--- config.mk ---
export PLATFORM = sky130hd
export DESIGN_NAME = mm_input_streamer
export DESIGN_NICKNAME = d
export VERILOG_FILES = /design/src/rtl/mm_copr_pkg.sv /design/src/rtl/mm_prefetch_fifo.sv /design/src/rtl/mm_input_streamer.sv
export SDC_FILE = /design/constraint.sdc
export NUM_CORES = 1
export LEC_CHECK = 0
export CORE_MARGIN = 1.5
export CORE_UTILIZATION = 50
export DETAILED_ROUTE_END_ITERATION = 16
export GPL_TIMING_DRIVEN = 1
export PLACE_DENSITY = 0.77
export SLEW_MARGIN = 40
export SYNTH_ARGS = -nofsm -noshare
export SYNTH_HDL_FRONTEND = slang
export SYNTH_HIERARCHICAL = 1
export SYNTH_SLANG_ARGS = --single-unit
--- constraint.sdc ---
create_clock -name aclk -period 5.75 [get_ports aclk]
set_input_delay 0.8625 -clock aclk [delete_from_list [all_inputs] [get_ports aclk]]
set_output_delay 0.8625 -clock aclk [all_outputs]
set_load 0.02 [all_outputs]
--- src/rtl/mm_copr_pkg.sv ---
// Shared definitions for the memory-mapped coprocessor datapath.
// Holds the front-end stage state encoding and the default bus widths.
// No logic; imported by mm_input_streamer and mm_prefetch_fifo.
package mm_copr_pkg;

   localparam int MM_ADDR_W = 10;
   localparam int MM_DATA_W = 32;

   // Input streamer FSM encoding (fixed values, shared with the front-end FSM)
   localparam logic [1:0] IDLE    = 2'd0;
   localparam logic [1:0] ARM     = 2'd1;
   localparam logic [1:0] STREAM  = 2'd2;
   localparam logic [1:0] DRAINED = 2'd3;

endpackage

--- src/rtl/mm_prefetch_fifo.sv ---
// 2-entry prefetch FIFO holding words read from the input memory.
// Latency: a push is visible at the head on the edge after it is written; head is a register.
// Backpressure: none internally; the caller never pushes when full nor pops when empty.
// Ports: i_clk, i_rst_n (sync, active-low), i_flush (sync clear, wins over push/pop),
//        i_push/i_push_dat (tail write), i_pop (advance head), o_occ (0..2), o_head_dat.
module mm_prefetch_fifo
   import mm_copr_pkg::*;
#(
   parameter int DATA_W = MM_DATA_W
) (
   input  logic              i_clk,
   input  logic              i_rst_n,
   input  logic              i_flush,
   input  logic              i_push,
   input  logic [DATA_W-1:0] i_push_dat,
   input  logic              i_pop,
   output logic [1:0]        o_occ,
   output logic [DATA_W-1:0] o_head_dat
);

   logic [DATA_W-1:0] r_mem [0:1];
   logic              r_rd_ptr;
   logic              r_wr_ptr;
   logic [1:0]        r_occ;

   always_ff @(posedge i_clk) begin
      // Entries are cleared as well so the head reads 0 after reset/flush
      if (!i_rst_n || i_flush) begin
         r_mem[0] <= '0;
         r_mem[1] <= '0;
         r_rd_ptr <= 1'b0;
         r_wr_ptr <= 1'b0;
         r_occ    <= 2'd0;
      end else begin
         if (i_push) begin
            r_mem[r_wr_ptr] <= i_push_dat;
            r_wr_ptr        <= ~r_wr_ptr;
         end
         if (i_pop) begin
            r_rd_ptr <= ~r_rd_ptr;
         end
         case ({i_push, i_pop})
            2'b10:   r_occ <= r_occ + 2'd1;
            2'b01:   r_occ <= r_occ - 2'd1;
            default: r_occ <= r_occ;
         endcase
      end
   end

   assign o_occ      = r_occ;
   assign o_head_dat = r_mem[r_rd_ptr];

endmodule

--- src/rtl/mm_input_streamer.sv ---
// Streams size words from a synchronous input memory into a 2-entry prefetch buffer.
// Latency: start -> ARM -> STREAM (mem_en) -> word lands one edge after issue -> rdy next cycle.
// Backpressure: reads stop while buffer+in-flight would exceed 2; en/rden gate pop and issue.
// Ports: aclk/aresetn (sync, active-low), start/size/base_addr (run setup), en/rden/send
//        (front-end strobes), mem_en/mem_addr/mem_rdata (input memory), rdy/done/out_data/out_send.
// Optional: define MM_INPUT_STREAMER_STALL_CNT_EN to add stall_cnt[31:0] (STREAM cycles with rdy=0).
module mm_input_streamer
   import mm_copr_pkg::*;
#(
   parameter int ADDR_W = MM_ADDR_W,
   parameter int DATA_W = MM_DATA_W,
   parameter int SIZE_W = ADDR_W + 1
) (
   input  logic              aclk,
   input  logic              aresetn,
   input  logic              start,
   input  logic [SIZE_W-1:0] size,
   input  logic [ADDR_W-1:0] base_addr,
   input  logic              en,
   input  logic              rden,
   input  logic              send,
   output logic              mem_en,
   output logic [ADDR_W-1:0] mem_addr,
   input  logic [DATA_W-1:0] mem_rdata,
   output logic              rdy,
   output logic              done,
   output logic [DATA_W-1:0] out_data,
   output logic              out_send
`ifdef MM_INPUT_STREAMER_STALL_CNT_EN
   ,
   output logic [31:0]       stall_cnt
`endif
);

   logic [1:0]        r_state;
   logic              r_done;
   logic [SIZE_W-1:0] r_size;
   logic [ADDR_W-1:0] r_base;
   logic [SIZE_W-1:0] r_issued;
   logic [SIZE_W-1:0] r_consumed;
   logic              r_inflight;

   logic [1:0]        w_state_nxt;
   logic              w_in_stream;
   logic              w_rdy;
   logic              w_pop;
   logic              w_flush;
   logic [1:0]        w_occ;
   logic [1:0]        w_occ_after;
   logic              w_room;
   logic              w_mem_en;
   logic [DATA_W-1:0] w_head;

   assign w_in_stream = (r_state == STREAM);
   assign w_rdy       = w_in_stream && (w_occ != 2'd0);
   assign w_pop       = en && w_rdy;
   assign w_flush     = !start;

   // Slots committed after this cycle: the head being popped now frees its slot,
   // which lets a read issue every cycle while the consumer keeps up.
   assign w_occ_after = w_occ - {1'b0, w_pop} + {1'b0, r_inflight};
   assign w_room      = (w_occ_after < 2'd2);

   assign w_mem_en = w_in_stream && rden && (r_issued < r_size) && w_room;
   assign mem_en   = w_mem_en;
   // Address wraps modulo 2^ADDR_W by truncation
   assign mem_addr = r_base + ADDR_W'(r_issued);

   always_comb begin
      w_state_nxt = r_state;
      case (r_state)
         IDLE:    if (start) w_state_nxt = ARM;
         ARM:     w_state_nxt = (r_size == '0) ? DRAINED : STREAM;
         STREAM:  if (r_consumed == r_size) w_state_nxt = DRAINED;
         DRAINED: w_state_nxt = DRAINED;
         default: w_state_nxt = IDLE;
      endcase
      // Dropping start aborts from any state
      if (!start) w_state_nxt = IDLE;
   end

   always_ff @(posedge aclk) begin
      if (!aresetn) begin
         r_state    <= IDLE;
         r_done     <= 1'b0;
         r_size     <= '0;
         r_base     <= '0;
         r_issued   <= '0;
         r_consumed <= '0;
         r_inflight <= 1'b0;
      end else begin
         r_state <= w_state_nxt;
         r_done  <= (w_state_nxt == DRAINED);
         if (!start) begin
            // Abort: any read still in flight is dropped, its data never lands
            r_issued   <= '0;
            r_consumed <= '0;
            r_inflight <= 1'b0;
         end else begin
            if (r_state == IDLE) begin
               r_size     <= size;
               r_base     <= base_addr;
               r_issued   <= '0;
               r_consumed <= '0;
            end else begin
               if (w_mem_en) r_issued <= r_issued + SIZE_W'(1);
               if (w_pop)    r_consumed <= r_consumed + SIZE_W'(1);
            end
            r_inflight <= w_mem_en;
         end
      end
   end

   // Memory data is valid the cycle after issue and goes straight into the tail
   mm_prefetch_fifo #(
      .DATA_W (DATA_W)
   ) u_fifo (
      .i_clk      (aclk),
      .i_rst_n    (aresetn),
      .i_flush    (w_flush),
      .i_push     (r_inflight),
      .i_push_dat (mem_rdata),
      .i_pop      (w_pop),
      .o_occ      (w_occ),
      .o_head_dat (w_head)
   );

   assign rdy      = w_rdy;
   assign done     = r_done;
   assign out_data = w_head;
   assign out_send = send && w_rdy;

`ifdef MM_INPUT_STREAMER_STALL_CNT_EN
   logic [31:0] r_stall_cnt;

   always_ff @(posedge aclk) begin
      if (!aresetn) begin
         r_stall_cnt <= '0;
      end else if ((w_state_nxt == ARM) && (r_state != ARM)) begin
         r_stall_cnt <= '0;
      end else if (w_in_stream && !w_rdy && (r_stall_cnt != 32'hFFFF_FFFF)) begin
         r_stall_cnt <= r_stall_cnt + 32'd1;
      end
   end

   assign stall_cnt = r_stall_cnt;
`endif

endmodule

==> impl_metrics.env <==
export IMPL_first_iter_violations=221
export IMPL_maxCapViolations=0
export IMPL_r2r_start="r_size[6]$_SDFFE_PN0P_"
export IMPL_rsz0062_at_grt="no"
export IMPL_min_from="r_base[4]$_SDFFE_PN0P_"
export IMPL_start_util=0.519
export IMPL_wl_per_cell_microns=15.9
export IMPL_crit_buf_inv=4
export IMPL_synth_compound_area_frac=0.0854
export IMPL_ant_nets=0
export IMPL_io_pin_count=105
export IMPL_worst_r2r_endpoint="r_issued[10]$_SDFFE_PP0P_"
export IMPL_slew_viol_final=0
export IMPL_final_cells=782
export IMPL_crit_fanout=23
export IMPL_critical_path_most_common_cell="clkdlybuf4s50_1"
export IMPL_dr_pass1_iters=5
export IMPL_synthAdderAreaFrac=0.0543
export IMPL_syn_avg_cell_area_sq_um=10.7
export IMPL_whs_path_depth=2
export IMPL_whs_ns=0.470
export IMPL_leakage_nw=3.12
export IMPL_synth_edf_count=64
export IMPL_finalNetCount=714
export IMPL_synth_nets=611
export IMPL_hold_buffers=0
export IMPL_vias=4295
export IMPL_synthMuxAreaShare=0.0653
export IMPL_powerDensity_mw_per_mm2=286
export IMPL_clk_path_buf_depth=2
export IMPL_port_buffers=104
export IMPL_synth_area_sq_mm=0.00567
export IMPL_clk_latency_ns=0.39
export IMPL_synth_seq_area_share=0.523
export IMPL_cts_resized=0
export IMPL_post_cts_buffers=0
export IMPL_drive_above_1_share=0.115
export IMPL_dp_cells=752
export IMPL_end_kind="primary output"
export IMPL_holdPathEnd="r_base[4]$_SDFFE_PN0P_"
export IMPL_worstPathCellList="clkdlybuf4s50_1, nor4bb_1, buf_4, ha_1, nor2b_1, xnor2_1, nor2_1, o21ai_2, inv_1, clkdlybuf4s50_1"
export IMPL_ir_drop_v=0.000160
export IMPL_slew_headroom=0.503
export IMPL_worst_endpoint_required_ns=4.89
export IMPL_rrSetupSlack_ns=3.13
export IMPL_clkTransAtPathRegs_ns=0.05
export IMPL_cts_root_buf="clkbuf_16"
export IMPL_chipHeight_microns=109
export IMPL_core_sq_mm=0.0109
export IMPL_hold_viol_final=0
export IMPL_dieArea_sq_mm=0.0120
export IMPL_synthXorXnorAreaFrac=0.0494
export IMPL_drc_errors=0
export IMPL_fmax_ghz=0.237
export IMPL_cts_tree="built"
export IMPL_path_class="in2out"
export IMPL_synth_seq_cells=116
export IMPL_async_flop_share=0
export IMPL_cp_top_family="buffers and inverters"
export IMPL_grt_max_degree=67
export IMPL_die_width_microns=109
export IMPL_syn2layout_area_growth_pct=30.4
export IMPL_grt_pass1_wl_microns=19700
export IMPL_fin_crit_sh=0.735
export IMPL_setup_viol=0
export IMPL_synth_simple_area_share=0.188
export IMPL_worstHoldPathType="reg2reg"
export IMPL_wl_microns=12400
export IMPL_period_minus_slack_ns=4.23
export IMPL_skew_ns=0.00751
export IMPL_numCtsBuffers=17
export IMPL_worstRegToRegCells=8
export IMPL_synth_top_family_by_area="simple AND/OR/NAND/NOR gates"
export IMPL_num_rows=38
export IMPL_yosys_warnings=6
export IMPL_crit_slowest_cell="clkdlybuf4s50_1"
export IMPL_synth_distinct_cells=52
export IMPL_syn_inst=528
export IMPL_grt_pass1_vias=4236
export IMPL_worstMarginPinSlew_ns=0.746
export IMPL_antenna_found_initial=0
export IMPL_fill_cells=820
export IMPL_cp_start_kind="input port"
export IMPL_h_tree_depth=4
export IMPL_ys_flop_type="edfxtp_1"
export IMPL_dpl_hpwl_microns=8090
export IMPL_grt_overflow=0
export IMPL_crit_arrival_ns=3.36
export IMPL_status="completed"
export IMPL_place_gp_congestion=0.807
export IMPL_viasPerCell=5.49
export IMPL_clock_sinks=116
export IMPL_grt_usage=0.213
export IMPL_tns_ns=0
export IMPL_num_antenna_cells=0
export IMPL_slowest_delay_ns=0.57
[metal layers]
layer | vias up | global-route usage | part of all wire
met2 | 118 | 0.377 | 0.52
met1 | 2061 | 0.256 | 0.42
met3 | 7 | 0.0522 | 0.052
met5 | - | 0 | 0
met4 | 0 | 0.0612 | 0.0039
li1 | 2109 | - | -
[worst register-to-register path, delay by kind of cell (launching register included)]
family,cells,cell delay [ns]
adders and majority gates,1,0.30
and+or+nand+nor,2,0.77
AOI/OAI and AO/OA,4,1.01
DFF,1,0.40
buffers and inverters,1,0.07
[flip-flops by register name, indices dropped and copies added (netlist names), named ones only]
register and cells:
r_state 2, u_fifo/o_occ 2, r_issued 11, r_base 10, done 1, r_inflight 1, u_fifo/r_rd_ptr 1, r_size 11
u_fifo/r_wr_ptr 1, u_fifo/r_mem 64, r_consumed 11
[synthesized netlist by cell type (all sizes together), types with 2 or more instances]
library cell | instances | area (sq um)
a211oi | 4 | 30.0
a21boi | 21 | 158
a21o | 4 | 30.0
a21oi | 21 | 105
and2 | 2 | 13.8
and3 | 71 | 445
buf | 8 | 56.3
clkbuf | 20 | 81.3
dfxtp | 52 | 1040
edfxtp | 64 | 1920
ha | 23 | 288
inv | 17 | 63.8
mux2 | 32 | 360
nand2 | 56 | 210
nand2b | 3 | 18.8
nand3 | 11 | 55.1
nand4 | 5 | 31.3
nor2 | 24 | 92.6
nor2b | 3 | 21.3
nor3 | 3 | 15.0
nor4 | 4 | 25.0
nor4bb | 2 | 20.0
o21ai | 19 | 98.9
or2 | 2 | 12.5
or3 | 12 | 78.8
xnor2 | 11 | 96.3
xor2 | 21 | 184
[area by class of cell]
cell class	count	area, sq um	area share
Clock inverter	12	140	0.0190
Sequential cell	116	2960	0.401
Multi-Input combinational cell	367	2520	0.341
Tap cell	140	175	0.0237
Inverter	17	63.8	0.00863
Clock buffer	18	429	0.0580
Timing Repair Buffer	112	1100	0.149
[through the flow]
stage               instance area [sq um]  power (mW)  setup WS [ns]  utilization
finish                               7390        2.11           1.52        0.676
global route                         7390        2.19           1.36        0.676
global placement                     6820        1.11           1.56        0.624
detailed placement                   6820        1.12           1.55        0.624
floorplan                            5670        1.02           2.51            -
CTS                                  7390        2.13           1.53        0.676
[how the worst max path moves through the flow]
stage                     start      to  slack [ns]  cells after the start
after floorplan              en  mem_en        2.51                     10
after global placement       en  mem_en        1.56                     10
after detailed placement     en  mem_en        1.55                     10
after CTS                    en  mem_en        1.53                     10
after global routing         en  mem_en        1.36                     10
final                        en  mem_en        1.52                     10
[placed cells by master (no fill, tap or decap), types with 2 or more instances in the layout]
| cell type | instances |
|---|---|
| clkdlybuf4s50_1 | 104 |
| and3_1 | 70 |
| edfxtp_1 | 64 |
| nand2_1 | 56 |
| dfxtp_1 | 52 |
| mux2_2 | 30 |
| nor2_1 | 23 |
| ha_1 | 23 |
| a21oi_1 | 21 |
| xor2_1 | 21 |
| a21boi_0 | 21 |
| o21ai_0 | 18 |
| clkbuf_16 | 17 |
| inv_1 | 16 |
| xnor2_1 | 11 |
| nand3_1 | 11 |
| or3_1 | 9 |
| buf_4 | 8 |
| nand4_1 | 5 |
| a21o_1 | 4 |
| a211oi_1 | 4 |
| nor4_1 | 4 |
| clkinv_1 | 4 |
| or3_2 | 3 |
| bufinv_16 | 3 |
| nand2b_1 | 3 |
| nor2b_1 | 2 |
| nor4bb_1 | 2 |
| nor3_1 | 2 |
| clkinv_2 | 2 |
| clkinv_4 | 2 |
| mux2_1 | 2 |
[where the power goes]
part           switching, mW  internal (mW)  total [mW]
registers             0.0169          0.903       0.920
clock network          0.344          0.669        1.01
logic                 0.0886         0.0923       0.181
total                  0.449           1.66        2.11
[cells by family (layout without fill, tap and decap cells)]
logic type / after synthesis / in the layout
adder cells (fa/ha/maj): 24 / 24
flip-flops: 116 / 116
multiplexers: 33 / 33
AND/OR/NAND/NOR: 201 / 201
AO/OA/AOI/OAI: 77 / 77
buffers and inverters: 45 / 159
XOR/XNOR: 32 / 32
Power figures use the tool's default switching activity.
